<file path="config.mk">
export PLATFORM = sky130hd
export DESIGN_NAME = systolic_sequencer_flat
export DESIGN_NICKNAME = d
export VERILOG_FILES = /design/src/rtl/systolic_sequencer_pkg.sv /design/src/rtl/systolic_sequencer_if.sv /design/src/rtl/systolic_sequencer_skew_line.sv /design/src/rtl/systolic_sequencer.sv /design/src/flat_wrapper.sv
export SDC_FILE = /design/constraint.sdc
export NUM_CORES = 1
export LEC_CHECK = 0
export CAP_MARGIN = 40
export CORE_MARGIN = 2
export CORE_UTILIZATION = 55
export DETAILED_ROUTE_END_ITERATION = 6
export PLACE_DENSITY = 0.85
export SYNTH_ARGS = -nofsm -noshare
export SYNTH_HDL_FRONTEND = slang
export SYNTH_SLANG_ARGS = --single-unit
</file>
<file path="constraint.sdc">
create_clock -name clk -period 4.3 [get_ports clk]
set_input_delay 0.645 -clock clk [delete_from_list [all_inputs] [get_ports clk]]
set_output_delay 0.645 -clock clk [all_outputs]
set_load 0.05 [all_outputs]
</file>
<file path="src/rtl/systolic_sequencer_pkg.sv">
// Shared types and constants for the systolic_sequencer slice.
package systolic_sequencer_pkg;

  // Job phases of the sequencer.
  typedef enum logic [2:0] {
    IDLE  = 3'd0,
    CLEAR = 3'd1,
    FEED  = 3'd2,
    FLUSH = 3'd3,
    PRIME = 3'd4,
    READ  = 3'd5
  } state_t;

  // Default array dimension.
  localparam int SEQ_N = 8;

  // Zero beats needed to drain the skew and the array diagonal.
  function automatic int flush_len(input int n);
    return 2 * n - 1;
  endfunction

  localparam int FLUSH_LEN = flush_len(SEQ_N);

endpackage

</file>
<file path="src/rtl/systolic_sequencer_if.sv">
// Operand and result valid/ready streams of the systolic_sequencer.
interface systolic_sequencer_if #(
  parameter int N = 8
);
  logic         op_valid;
  logic         op_ready;
  logic [N-1:0] op_a;
  logic [N-1:0] op_b;
  logic         res_valid;
  logic         res_ready;
  logic [N-1:0] res_data;
  logic         res_last;

  // Producer of operands / consumer of result rows.
  modport master (
    output op_valid, op_a, op_b, res_ready,
    input  op_ready, res_valid, res_data, res_last
  );

  // The sequencer side.
  modport slave (
    input  op_valid, op_a, op_b, res_ready,
    output op_ready, res_valid, res_data, res_last
  );
endinterface

</file>
<file path="src/rtl/systolic_sequencer_skew_line.sv">
// Per-lane skew: lane b emits its head value delayed by b enabled beats.
module systolic_sequencer_skew_line #(
  parameter int N = 8
) (
  input  logic         clk,
  input  logic         rst_n,
  input  logic         clear,
  input  logic         enable,
  input  logic [N-1:0] head,
  output logic [N-1:0] skewed
);

  assign skewed[0] = head[0];

  for (genvar b = 1; b < N; b++) begin : g_lane
    logic [b-1:0] sr_r;

    if (b == 1) begin : g_single
      // Single-stage lane: capture the head bit on each enabled beat.
      always_ff @(posedge clk) begin
        if (!rst_n) begin
          sr_r <= '0;
        end else if (clear) begin
          sr_r <= '0;
        end else if (enable) begin
          sr_r <= head[b:b];
        end
      end
    end else begin : g_multi
      // Multi-stage lane: shift the head bit in on each enabled beat.
      always_ff @(posedge clk) begin
        if (!rst_n) begin
          sr_r <= '0;
        end else if (clear) begin
          sr_r <= '0;
        end else if (enable) begin
          sr_r <= {sr_r[b-2:0], head[b]};
        end
      end
    end

    assign skewed[b] = sr_r[b-1];
  end

endmodule

</file>
<file path="src/rtl/systolic_sequencer.sv">
// Sequencer for one bit-matrix product on the NxN systolic array:
// clear, skewed operand feed, flush, prime, then backpressured row readout.
module systolic_sequencer
  import systolic_sequencer_pkg::*;
#(
  parameter int N  = SEQ_N,
  parameter int KW = 8
) (
  input  logic          clk,
  input  logic          rst_n,
  input  logic          start,
  input  logic [KW-1:0] cfg_k,
  input  logic          cfg_xor,
  systolic_sequencer_if.slave bus,
  output logic          busy,
  output logic          done,
  output logic          sa_reset,
  output logic          sa_valid,
  output logic          sa_readout,
  output logic          sa_usexor,
  output logic [N-1:0]  sa_in1,
  output logic [N-1:0]  sa_in2,
  input  logic [N-1:0]  sa_out
);

  localparam int FL = flush_len(N);
  localparam int FW = $clog2(2 * N);
  localparam int RW = $clog2(N);

  state_t        state_r;
  state_t        state_s;
  logic [KW-1:0] k_rem_r;
  logic [FW-1:0] flush_cnt_r;
  logic [RW-1:0] row_r;
  logic          usexor_r;
  logic          res_valid_r;
  logic [N-1:0]  res_data_r;
  logic          res_last_r;
  logic          done_r;

  logic          op_ready_s;
  logic          accept_s;
  logic          sa_valid_s;
  logic          readout_s;
  logic          clear_s;
  logic          busy_s;
  logic [N-1:0]  head_a_s;
  logic [N-1:0]  head_b_s;
  logic          consume_s;
  logic          last_consume_s;

  assign consume_s      = res_valid_r & bus.res_ready;
  assign last_consume_s = consume_s & (row_r == RW'(N - 1));

  // State register.
  always_ff @(posedge clk) begin
    if (!rst_n) begin
      state_r <= IDLE;
    end else begin
      state_r <= state_s;
    end
  end

  // Next-state selection.
  always_comb begin
    state_s = state_r;
    case (state_r)
      IDLE: begin
        if (start) state_s = CLEAR;
        else       state_s = IDLE;
      end
      CLEAR: begin
        if (k_rem_r != '0) state_s = FEED;
        else               state_s = FLUSH;
      end
      FEED: begin
        if (accept_s && (k_rem_r == KW'(1))) state_s = FLUSH;
        else                                 state_s = FEED;
      end
      FLUSH: begin
        if (flush_cnt_r == FW'(FL - 1)) state_s = PRIME;
        else                            state_s = FLUSH;
      end
      PRIME: begin
        state_s = READ;
      end
      READ: begin
        if (last_consume_s) state_s = IDLE;
        else                state_s = READ;
      end
      default: begin
        state_s = IDLE;
      end
    endcase
  end

  // Per-state array controls and stream handshakes.
  always_comb begin
    op_ready_s = 1'b0;
    accept_s   = 1'b0;
    sa_valid_s = 1'b0;
    readout_s  = 1'b0;
    clear_s    = 1'b0;
    busy_s     = 1'b1;
    head_a_s   = '0;
    head_b_s   = '0;
    case (state_r)
      IDLE: begin
        busy_s = 1'b0;
      end
      CLEAR: begin
        clear_s = 1'b1;
      end
      FEED: begin
        op_ready_s = 1'b1;
        accept_s   = bus.op_valid;
        sa_valid_s = bus.op_valid;
        if (bus.op_valid) begin
          head_a_s = bus.op_a;
          head_b_s = bus.op_b;
        end else begin
          head_a_s = '0;
          head_b_s = '0;
        end
      end
      FLUSH: begin
        sa_valid_s = 1'b1;
      end
      PRIME: begin
        readout_s = 1'b1;
      end
      READ: begin
        // Pull the next row only into an empty or draining output register.
        if (!res_valid_r || (consume_s && !last_consume_s)) readout_s = 1'b1;
        else                                                readout_s = 1'b0;
      end
      default: begin
        busy_s = 1'b0;
      end
    endcase
  end

  // Job configuration latch and remaining-beat counter.
  always_ff @(posedge clk) begin
    if (!rst_n) begin
      k_rem_r  <= '0;
      usexor_r <= 1'b0;
    end else if ((state_r == IDLE) && start) begin
      k_rem_r  <= cfg_k;
      usexor_r <= cfg_xor;
    end else if (accept_s) begin
      k_rem_r  <= k_rem_r - KW'(1);
    end
  end

  // Flush length counter, held at zero outside FLUSH.
  always_ff @(posedge clk) begin
    if (!rst_n) begin
      flush_cnt_r <= '0;
    end else if (state_r == FLUSH) begin
      flush_cnt_r <= flush_cnt_r + FW'(1);
    end else begin
      flush_cnt_r <= '0;
    end
  end

  // Row counter: index of the beat currently offered on res_data.
  always_ff @(posedge clk) begin
    if (!rst_n) begin
      row_r <= '0;
    end else if (state_r == PRIME) begin
      row_r <= '0;
    end else if ((state_r == READ) && consume_s && !last_consume_s) begin
      row_r <= row_r + RW'(1);
    end
  end

  // Result output register and end-of-job pulse.
  always_ff @(posedge clk) begin
    if (!rst_n) begin
      res_valid_r <= 1'b0;
      res_data_r  <= '0;
      res_last_r  <= 1'b0;
      done_r      <= 1'b0;
    end else begin
      done_r <= (state_r == READ) && last_consume_s;
      if ((state_r == READ) && readout_s) begin
        res_valid_r <= 1'b1;
        res_data_r  <= sa_out;
        if (!res_valid_r) res_last_r <= (row_r == RW'(N - 1));
        else              res_last_r <= (row_r == RW'(N - 2));
      end else if (last_consume_s) begin
        res_valid_r <= 1'b0;
        res_last_r  <= 1'b0;
      end
    end
  end

  systolic_sequencer_skew_line #(.N(N)) u_skew_a (
    .clk    (clk),
    .rst_n  (rst_n),
    .clear  (clear_s),
    .enable (sa_valid_s),
    .head   (head_a_s),
    .skewed (sa_in1)
  );

  systolic_sequencer_skew_line #(.N(N)) u_skew_b (
    .clk    (clk),
    .rst_n  (rst_n),
    .clear  (clear_s),
    .enable (sa_valid_s),
    .head   (head_b_s),
    .skewed (sa_in2)
  );

  assign sa_reset      = !rst_n | clear_s;
  assign sa_valid      = sa_valid_s;
  assign sa_readout    = readout_s;
  assign sa_usexor     = usexor_r;
  assign busy          = busy_s;
  assign done          = done_r;
  assign bus.op_ready  = op_ready_s;
  assign bus.res_valid = res_valid_r;
  assign bus.res_data  = res_data_r;
  assign bus.res_last  = res_last_r;

endmodule

</file>
<file path="src/flat_wrapper.sv">
// flat-port wrapper written by rule: the top's interface ports become plain ports
module systolic_sequencer_flat import systolic_sequencer_pkg::*;
#(
  parameter int N  = SEQ_N,
  parameter int KW = 8
)
  (clk, rst_n, start, cfg_k, cfg_xor, busy, done, sa_reset, sa_valid, sa_readout, sa_usexor, sa_in1, sa_in2, sa_out, bus_op_valid, bus_op_a, bus_op_b, bus_res_ready, bus_op_ready, bus_res_valid, bus_res_data, bus_res_last);
  systolic_sequencer_if #(.N(N)) bus_i ();
  input  logic clk;
  input  logic rst_n;
  input  logic start;
  input  logic [KW-1:0] cfg_k;
  input  logic cfg_xor;
  output logic busy;
  output logic done;
  output logic sa_reset;
  output logic sa_valid;
  output logic sa_readout;
  output logic sa_usexor;
  output logic [N-1:0] sa_in1;
  output logic [N-1:0] sa_in2;
  input  logic [N-1:0] sa_out;
  input wire logic [$bits(bus_i.op_valid)-1:0] bus_op_valid;
  input wire logic [$bits(bus_i.op_a)-1:0] bus_op_a;
  input wire logic [$bits(bus_i.op_b)-1:0] bus_op_b;
  input wire logic [$bits(bus_i.res_ready)-1:0] bus_res_ready;
  output wire logic [$bits(bus_i.op_ready)-1:0] bus_op_ready;
  output wire logic [$bits(bus_i.res_valid)-1:0] bus_res_valid;
  output wire logic [$bits(bus_i.res_data)-1:0] bus_res_data;
  output wire logic [$bits(bus_i.res_last)-1:0] bus_res_last;
  assign bus_i.op_valid = bus_op_valid;
  assign bus_i.op_a = bus_op_a;
  assign bus_i.op_b = bus_op_b;
  assign bus_i.res_ready = bus_res_ready;
  assign bus_op_ready = bus_i.op_ready;
  assign bus_res_valid = bus_i.res_valid;
  assign bus_res_data = bus_i.res_data;
  assign bus_res_last = bus_i.res_last;
  systolic_sequencer #(.N(N), .KW(KW)) u_core (.clk(clk), .rst_n(rst_n), .start(start), .cfg_k(cfg_k), .cfg_xor(cfg_xor), .bus(bus_i), .busy(busy), .done(done), .sa_reset(sa_reset), .sa_valid(sa_valid), .sa_readout(sa_readout), .sa_usexor(sa_usexor), .sa_in1(sa_in1), .sa_in2(sa_in2), .sa_out(sa_out));
endmodule
</file>
==> impl_metrics.ini, run 1 <==
[final_layout]
diodes = 0
area_delta_synth_final_pct = 22.8
register_area_um2 = 1720
finalNonFillerCells = 544
multi_input_area_um2 = 1540
layout-drive-gt1-share = 0.0600
fillers = 531
design_area_um2 = 4340
nNetsFinal = 508

[pwr]
ir_drop_v = 0.000228
pwr-share-comb = 0.128
swShare = 0.271
p_clk_frac = 0.350
p_switching_w = 0.000434
p_int_w = 0.00117
p_seq_frac = 0.522
power_density_nw_per_um2 = 369
leakage_nw = 1.50

[yosys]
syn_nets = 463
synth_adder_area_share = 0.0283
async_flop_share = 0
ys_ff_latch = 86
synth_edf_count = 0
synth_flop_cell = dfxtp_1
synth_area_per_cell_um2 = 8.48
netlist.area_leader.share = 0.487
synth_cell_types = 40
synth-simple-area-share = 0.220
synthMostInstantiatedCell = nand2_1
syn_area_um2 = 3540
synth_top_family_by_area = simple AND/OR/NAND/NOR gates
synth_xor_area_frac = 0.0173
synth_commonest_cells = 94 x nand2_1, 86 x dfxtp_1, 49 x a21oi_1
yosysTopAreaCell = dfxtp_1
synthesis.instances = 417
yosys_warnings = 0
synth_compound_area_frac = 0.141
yosysSeqAreaShare = 0.487
synthMuxAreaShare = 0.0255
synth.area.top_cells = dfxtp_1 49%, nand2_1 10%, a21oi_1 6.9%, buf_4 3.8%, a22oi_1 3.0%

[routing]
m1WireLength_mm = 3.04
highest-signal-layer = met4
drtIter0Drc = 169
viasPerCell = 5.22
wl_met2_mm = 3.17
drcViolationCount = 0
drtAntennaViolNets = 0
wl_per_cell_um = 12.5
met3WireLength_um = 508
drt-pass1-iter-count = 5
wirelength_mm = 6.82
vias = 2838

[placed_design]
postPlaceCellArea_um2 = 4150
dp_cells = 528
hpwl_mm = 4.61
port-buffer-count = 70
gp_congestion = 0.806
place_worst_setup_slack_ps = 1110

[clock_network]
cts_inserted_buffers = 9
cts_hold_buf = 0
cts_root_buf = clkbuf_8
clk_latency_ps = 360
cts.clk_slew.worst_paths_ps = 80
cts.sinks = 86
cts_tree = built
cts_setup_buffers = 0
cts_max_path_buffers = 2
htree_levels = 3
post_cts_resized = 0

[sta]
timing.fmax_mhz = 311
holdWs_ps = 454
worst_pin_slew_ps = 556
finalCritPeriodShare = 0.749
max_slew_margin = 0.629
finalHoldViolCount = 0
fin_ws_ps = 1080
fin_setup_tns_ps = 0
rsz0062_at_grt = false
slew_violations = 0
period_needed_ps = 3220
finalSetupViolations = 0
clock_skew_ps = 7.07

[die]
row_count = 29
dieWidth_um = 84.2
die_y_um = 84.2
dieArea_um2 = 7090
start_util = 0.563
ios = 71
core_um2 = 6280

[critical_path]
required_ps = 3650
worst-path-max-fanout = 11
worstPathArrival_ps = 2570
critPathLaunchType = flop
crit_path_end_kind = primary output
crit_type = flop to primary output

[global_route]
grt_max_degree = 57
antenna_found_initial = 0
gr-total-overflow = 0
grt_pass1_wl_mm = 11.2
grt_pass1_vias = 2604
grt_usage = 0.195

[run]
maxCapViolCount = 0

[run_status]
run_status = finished, final reports clean

[min_path]
hp-class = flop to flop
## worst paths after layout
kind	from	end	slack, ps	depth (start not counted)
max	u_core.row_r[0]$_SDFFE_PP0P_	sa_readout	1080	7
min	u_core.u_skew_a.g_lane[5].sr_r[1]$_SDFFE_PP0P_	u_core.u_skew_a.g_lane[5].sr_r[2]$_SDFFE_PP0P_	450	2
max reg2reg	u_core.state_r[2]$_SDFF_PN0_	u_core.u_skew_a.g_lane[7].sr_r[1]$_SDFFE_PP0P_	2120	7
min reg2reg	u_core.u_skew_a.g_lane[5].sr_r[1]$_SDFFE_PP0P_	u_core.u_skew_a.g_lane[5].sr_r[2]$_SDFFE_PP0P_	450	2
## flip-flops by register name, indices dropped and copies added (netlist names)
name,count
u_core.row_r,3
u_core.u_skew_a.g_lane.sr_r,28
u_core.sa_usexor,1
u_core.bus.res_valid,1
u_core.bus.res_data,8
u_core.k_rem_r,8
u_core.flush_cnt_r,4
u_core.bus.res_last,1
u_core.done,1
u_core.state_r,3
u_core.u_skew_b.g_lane.sr_r,28
## critical path, stage by stage, from the launching register on
cell,delay (ps)
dfxtp_1,330
ha_1,200
ha_1,240
nand2b_1,170
a21oi_1,140
buf_4,220
nand2b_1,130
clkdlybuf4s50_1,800
## layout make-up
cell class | instances | share of cell area
Multi-Input combinational cell | 280 | 0.355
Clock inverter | 7 | 0.0164
Timing Repair Buffer | 76 | 0.174
Inverter | 9 | 0.00778
Sequential cell | 86 | 0.396
Clock buffer | 9 | 0.0285
Tap cell | 77 | 0.0222
## layout by cell type, fill, tap and decap left out, types with 2 or more instances in the layout
master / netlist / final
and4bb_1: 2 / 2
a211oi_1: 2 / 2
mux2i_1: 9 / 9
clkdlybuf4s50_1: 0 / 69
inv_6: 0 / 2
nor2_1: 28 / 28
buf_4: 18 / 6
nand2_1: 94 / 94
a31oi_1: 2 / 2
xor2_1: 4 / 4
and2_1: 2 / 2
nor2b_1: 10 / 10
o21ai_0: 10 / 10
clkinv_2: 0 / 3
a21boi_0: 3 / 3
a21oi_1: 49 / 49
inv_1: 8 / 8
a22oi_1: 14 / 14
dfxtp_1: 86 / 86
nand3_1: 8 / 8
nand3b_1: 2 / 2
clkbuf_8: 0 / 9
nand4b_1: 3 / 3
nand2b_1: 7 / 7
xnor2_1: 3 / 3
ha_1: 8 / 8
nor3_1: 7 / 7
## power by group through the flow
stage / combinational, W / sequential [W] / clock, W
final: 0.000205 / 0.000836 / 0.000561
after floorplan: 0.000139 / 0.000848 / 0
after detailed placement: 0.000205 / 0.000854 / 0
after global routing: 0.000225 / 0.000839 / 0.000610
after CTS: 0.000206 / 0.000836 / 0.000577
after global placement: 0.000199 / 0.000853 / 0
## cell families after synthesis
kind of cell,count (synthesis)
AOI/OAI and AO/OA,86
adders and majority gates,8
muxes,9
xor gates and xnor gates,7
and+or+nand+nor,170
buffers and inverters,51
DFF,86
## metrics by stage
stage | utilization | total power [W]
after floorplan | - | 0.000987
final | 0.692 | 0.00160
after global routing | 0.692 | 0.00167
after global placement | 0.658 | 0.00105
after detailed placement | 0.661 | 0.00106
after CTS | 0.692 | 0.00162
## metal layers
layer,vias to the layer above,GRT usage
met5,-,0
met4,0,0.0821
met3,10,0.0747
met2,68,0.322
met1,1300,0.228
li1,1460,-
No activity file was read; power rests on OpenSTA's default activity.
==> run 2: changes to the inputs <==
--- a/config.mk
+++ b/config.mk
@@ -7,9 +7,9 @@
 export LEC_CHECK = 0
 export CAP_MARGIN = 40
 export CORE_MARGIN = 2
-export CORE_UTILIZATION = 55
+export CORE_UTILIZATION = 51
 export DETAILED_ROUTE_END_ITERATION = 6
-export PLACE_DENSITY = 0.85
+export PLACE_DENSITY = 0.79
 export SYNTH_ARGS = -nofsm -noshare
 export SYNTH_HDL_FRONTEND = slang
 export SYNTH_SLANG_ARGS = --single-unit
==> constraint.sdc (replaced) <==
create_clock -name clk -period 3.15 [get_ports clk]
set_input_delay 0.4725 -clock clk [delete_from_list [all_inputs] [get_ports clk]]
set_output_delay 0.4725 -clock clk [all_outputs]
set_load 0.05 [all_outputs]
==> run 2 against run 1 <==
Final cell count increased by 0.55%. Critical path depth shrank 4. Non-clock buffer count unchanged. Wire length about the same. First-iteration DRC count down 17%. Power grew 43%. Clock-buffer cell count did not move. Largest power group unchanged. Highest routed layer unchanged.
==> impl_metrics.ini, run 2 (same netlist as run 1, synthesis figures left out) <==
[clock_network]
cts_hold_buf = 0
cts_tree = built
cts_max_path_buffers = 2
clk_latency_ps = 350
post_cts_resized = 0
cts_root_buf = clkbuf_8
cts.sinks = 86
cts_setup_buffers = 0
htree_levels = 3
cts_inserted_buffers = 9
cts.clk_slew.worst_paths_ps = 90

[final_layout]
fillers = 571
area_delta_synth_final_pct = 25.0
nNetsFinal = 508
mostFrequentLayoutCells = 94 x nand2_1, 86 x dfxtp_1, 65 x clkdlybuf4s50_1
layout-drive-gt1-share = 0.0685
reg.largest.list = u_core.u_skew_a.g_lane.sr_r: 28 flops, u_core.u_skew_b.g_lane.sr_r: 28 flops
layout_commonest_cell = nand2_1
diodes = 0
finalNonFillerCells = 547

[die]
row_count = 30
die_y_um = 87.3
dieWidth_um = 87.3
dieArea_um2 = 7620
core_um2 = 6760
start_util = 0.523
ios = 71

[critical_path]
rrSetupSlack_ps = 1280
crit_type = flop to primary output
worst-path-buf-inv = 1
crit_slowest_cell = clkdlybuf4s50_1
required_ps = 2680
cp_cell_sequence = nor3_1 > a21oi_1 > clkdlybuf4s50_1
worst-path-max-fanout = 15
critPathLaunchType = flop
worstPathArrival_ps = 2060
slowest_delay_ps = 830
crit_path_end_kind = primary output
cp_top_family = buffers and inverters

[global_route]
grt_max_degree = 57
antenna_found_initial = 0
grt_pass1_vias = 2616
grt_usage = 0.191
grt_pass1_wl_mm = 11.6
gr-total-overflow = 0

[sta]
period_needed_ps = 2530
clock_skew_ps = 7.61
max_slew_margin = 0.640
slew_violations = 0
finalHoldViolCount = 0
rsz0062_at_grt = false
finalCritPeriodShare = 0.803
finalSetupViolations = 0
worst_pin_slew_ps = 539
fin_setup_tns_ps = 0
timing.fmax_mhz = 395

[routing]
drcViolationCount = 0
wl_per_cell_um = 12.5
drtIter0Drc = 140
viasPerCell = 5.22
vias = 2858
wirelength_mm = 6.81
drt-pass1-iter-count = 4
drtAntennaViolNets = 0

[pwr]
leakage_nw = 1.52
ir_drop_v = 0.000262
power_density_nw_per_um2 = 518

[placed_design]
hpwl_mm = 4.60
port-buffer-count = 70
dp_cells = 531
gp_congestion = 0.768

[run_status]
run_status = finished, final reports clean

[min_path]
hp-class = flop to flop

[run]
maxCapViolCount = 0
## run 2: cell type report
class / count / area (µm²) / share of cell area
clock inverters: 7 / 104 / 0.0235
multi-input cells: 280 / 1540 / 0.349
inverters: 9 / 33.8 / 0.00764
flip-flops and latches: 86 / 1720 / 0.390
repair buffers: 76 / 796 / 0.180
clock buffers: 9 / 124 / 0.0280
well taps: 80 / 100 / 0.0227
## run 2: final timing paths
| check | from | to | cells past startpoint |
|---|---|---|---|
| max | u_core.state_r[2]$_SDFF_PN0_ | busy | 3 |
| min | u_core.u_skew_a.g_lane[5].sr_r[2]$_SDFFE_PP0P_ | u_core.u_skew_a.g_lane[5].sr_r[3]$_SDFFE_PP0P_ | 2 |
| max reg2reg | u_core.state_r[2]$_SDFF_PN0_ | u_core.u_skew_a.g_lane[6].sr_r[3]$_SDFFE_PP0P_ | 6 |
| min reg2reg | u_core.u_skew_a.g_lane[5].sr_r[2]$_SDFFE_PP0P_ | u_core.u_skew_a.g_lane[5].sr_r[3]$_SDFFE_PP0P_ | 2 |
## run 2: per-layer routing
metal / up-vias / track usage / part of all wire
met3: 8 / 0.0787 / 0.072
met1: 1316 / 0.244 / 0.45
li1: 1465 / - / -
met4: 0 / 0.0503 / 0.0081
met5: - / 0 / 0
met2: 69 / 0.300 / 0.47
## run 2: tightest hold or removal path, cell delays in order, from the launching register on
cell	delay (ps)
dfxtp_1	320
nand2_1	50
a21oi_1	50
## run 2: power by group
group | switching [W] | internal (W)
Sequential | 0.0000294 | 0.00111
Combinational | 0.000168 | 0.000120
Clock | 0.000405 | 0.000457
## run 2: stage by stage
| step | instance area (µm²) | util | worst slack (ps) | power, W | hold slack [ps] |
|---|---|---|---|---|---|
| CTS | 4420 | 0.654 | 596 | 0.00232 | 450 |
| finish | 4420 | 0.654 | 620 | 0.00229 | 451 |
| global route | 4420 | 0.654 | 432 | 0.00239 | 468 |
| floorplan | 3540 | - | 957 | 0.00135 | 430 |
| detailed placement | 4190 | 0.620 | 816 | 0.00145 | 444 |
| global placement | 4190 | 0.620 | 851 | 0.00145 | 437 |
==> run 3: changes to the inputs <==
--- a/config.mk
+++ b/config.mk
@@ -7,9 +7,9 @@
 export LEC_CHECK = 0
 export CAP_MARGIN = 40
 export CORE_MARGIN = 2
-export CORE_UTILIZATION = 51
+export CORE_UTILIZATION = 46
 export DETAILED_ROUTE_END_ITERATION = 6
-export PLACE_DENSITY = 0.79
+export PLACE_DENSITY = 0.75
 export SYNTH_ARGS = -nofsm -noshare
 export SYNTH_HDL_FRONTEND = slang
 export SYNTH_SLANG_ARGS = --single-unit
==> constraint.sdc (replaced) <==
create_clock -name clk -period 2.1 [get_ports clk]
set_input_delay 0.315 -clock clk [delete_from_list [all_inputs] [get_ports clk]]
set_output_delay 0.315 -clock clk [all_outputs]
set_load 0.05 [all_outputs]
==> run 3 against run 2 <==
Cell area rose by 3.3%. Via count is 1.6% higher. Power up 57%. Worst setup slack got worse by 530 ps. Final cell count increased by 4.9%. Clock power grew 66%. Combinational power rose by 60%. Global-route usage fell by 1.6 points. Critical path depth fell by 2. Core utilization fell by 3.1 points. Worst hold slack improved by 1.0 ps. First-iteration DRC count down 28%. Critical endpoint is now bus_res_valid. Largest cell class unchanged. Highest routed layer unchanged.
==> impl_metrics.ini, run 3 (same netlist as run 1, synthesis figures left out) <==
[global_route]
grt_pass1_wl_mm = 12.1
antenna_found_initial = 0
grt_usage = 0.176
gr-total-overflow = 0
grt_max_degree = 38
grt_pass1_vias = 2824

[clock_network]
cts_root_buf = clkbuf_8
htree_levels = 3
cts_inserted_buffers = 9
cts.sinks = 86
clk_latency_ps = 350
cts_hold_buf = 0
cts.clk_slew.worst_paths_ps = 90
cts_setup_buffers = 0
cts_tree = built
cts_max_path_buffers = 2

[sta]
clock_skew_ps = 8.29
slew_violations = 0
rsz0062_at_grt = false
finalSetupViolations = 0
finalHoldViolCount = 0
fin_setup_tns_ps = 0
period_needed_ps = 2010
max_slew_margin = 0.643
finalCritPeriodShare = 0.957
timing.fmax_mhz = 498
holdWs_ps = 452
worst_pin_slew_ps = 533

[final_layout]
nNetsFinal = 516
diodes = 0
fillers = 660
reg.largest.list = u_core.u_skew_a.g_lane.sr_r: 28 flops, u_core.u_skew_b.g_lane.sr_r: 28 flops
mostFrequentLayoutCells = 94 x nand2_1, 85 x dfxtp_1, 63 x clkdlybuf4s50_1
layout-drive-gt1-share = 0.0989
layout_commonest_cell = nand2_1
area_delta_synth_final_pct = 29.1

[pwr]
power_density_nw_per_um2 = 787
leakage_nw = 1.58
p_switching_w = 0.000896
p_clk_frac = 0.397
p_seq_frac = 0.474
pwr-share-comb = 0.129
ir_drop_v = 0.000359
swShare = 0.250
p_int_w = 0.00270

[routing]
drtIter0Drc = 101
wl_per_cell_um = 12.2
drt-pass1-iter-count = 4
drtAntennaViolNets = 0
wirelength_mm = 7.00
vias = 2903
viasPerCell = 5.06
drcViolationCount = 0

[min_path]
holdPathStages = 2
hp-class = flop to flop

[die]
die_y_um = 91.7
start_util = 0.482
ios = 71
row_count = 31
core_um2 = 7330
dieWidth_um = 91.7
dieArea_um2 = 8400

[run]
maxCapViolCount = 0

[placed_design]
hpwl_mm = 4.81
port-buffer-count = 70
gp_congestion = 0.841

[critical_path]
crit_slowest_cell = clkdlybuf4s50_1
crit_path_end_kind = primary output
worst-path-buf-inv = 1
critPathLaunchType = flop
crit_type = flop to primary output
slowest_delay_ps = 870
worst-path-max-fanout = 8
worstSetupPathDepth = 1
required_ps = 1780
cp_top_family = buffers and inverters
worstPathArrival_ps = 1690
rrSetupSlack_ps = 350
ff2ff_path_depth = 5
cp_cell_sequence = clkdlybuf4s50_1

[run_status]
run_status = finished, final reports clean
[run 3: cell types whose count changed in the layout (fill, tap and decap cells not counted), sizes merged]
| cell | before | now |
|---|---|---|
| inv | 12 | 10 |
| bufinv | 2 | 3 |
| buf | 11 | 21 |
| clkinv | 0 | 2 |
| clkdlybuf4s50 | 65 | 63 |
| clkbuf | 9 | 10 |
| clkinvlp | 2 | 0 |
[run 3: final timing paths]
kind                                                         end                                      startpoint
setup / recovery                                   bus_res_valid               u_core.bus.res_valid$_SDFFE_PN0P_
hold / removal    u_core.u_skew_a.g_lane[5].sr_r[4]$_SDFFE_PP0P_  u_core.u_skew_a.g_lane[5].sr_r[3]$_SDFFE_PP0P_
setup reg to reg                  u_core.k_rem_r[2]$_SDFFE_PN0P_                    u_core.state_r[1]$_SDFF_PN0_
hold reg to reg   u_core.u_skew_a.g_lane[5].sr_r[4]$_SDFFE_PP0P_  u_core.u_skew_a.g_lane[5].sr_r[3]$_SDFFE_PP0P_
[run 3: area by class of cell]
type	instances	area (µm²)	area share
Sequential cell	86	1720	0.377
Multi-Input combinational cell	280	1570	0.343
Timing Repair Buffer	84	863	0.189
Clock buffer	10	138	0.0302
Tap cell	99	124	0.0271
Clock inverter	6	116	0.0255
Inverter	9	33.8	0.00740
[run 3: metrics by stage]
step	std cells	util	area [µm²]	setup WS (ps)	total power, W
after global placement	558	0.584	4280	169	0.00219
after detailed placement	558	0.584	4280	124	0.00220
after global routing	574	0.623	4560	1.25	0.00375
after CTS	574	0.620	4550	28.0	0.00363
after floorplan	417	-	3540	64.1	0.00202
final	574	0.623	4560	90.2	0.00359
[run 3: routing by layer]
metal	share of wire	up-vias	track usage	wire length, µm
li1	-	1492	-	-
met1	0.46	1335	0.212	3200
met2	0.47	67	0.293	3310
met3	0.055	9	0.0485	383
met4	0.014	0	0.0758	100
met5	0	-	0	0
[run 3: what timing repair did]
action | CTS | global route
pin swaps | 0 | 1
endpoints found under the setup margin | 1 | 1
resized for setup | 2 | 4
[run 3: power by group through the flow]
stage	Sequential (W)	Clock (W)	Combinational (W)
after floorplan	0.00174	0	0.000286
after global placement	0.00174	0	0.000456
after detailed placement	0.00174	0	0.000462
after CTS	0.00170	0.00147	0.000464
after global routing	0.00171	0.00154	0.000506
final	0.00170	0.00143	0.000462
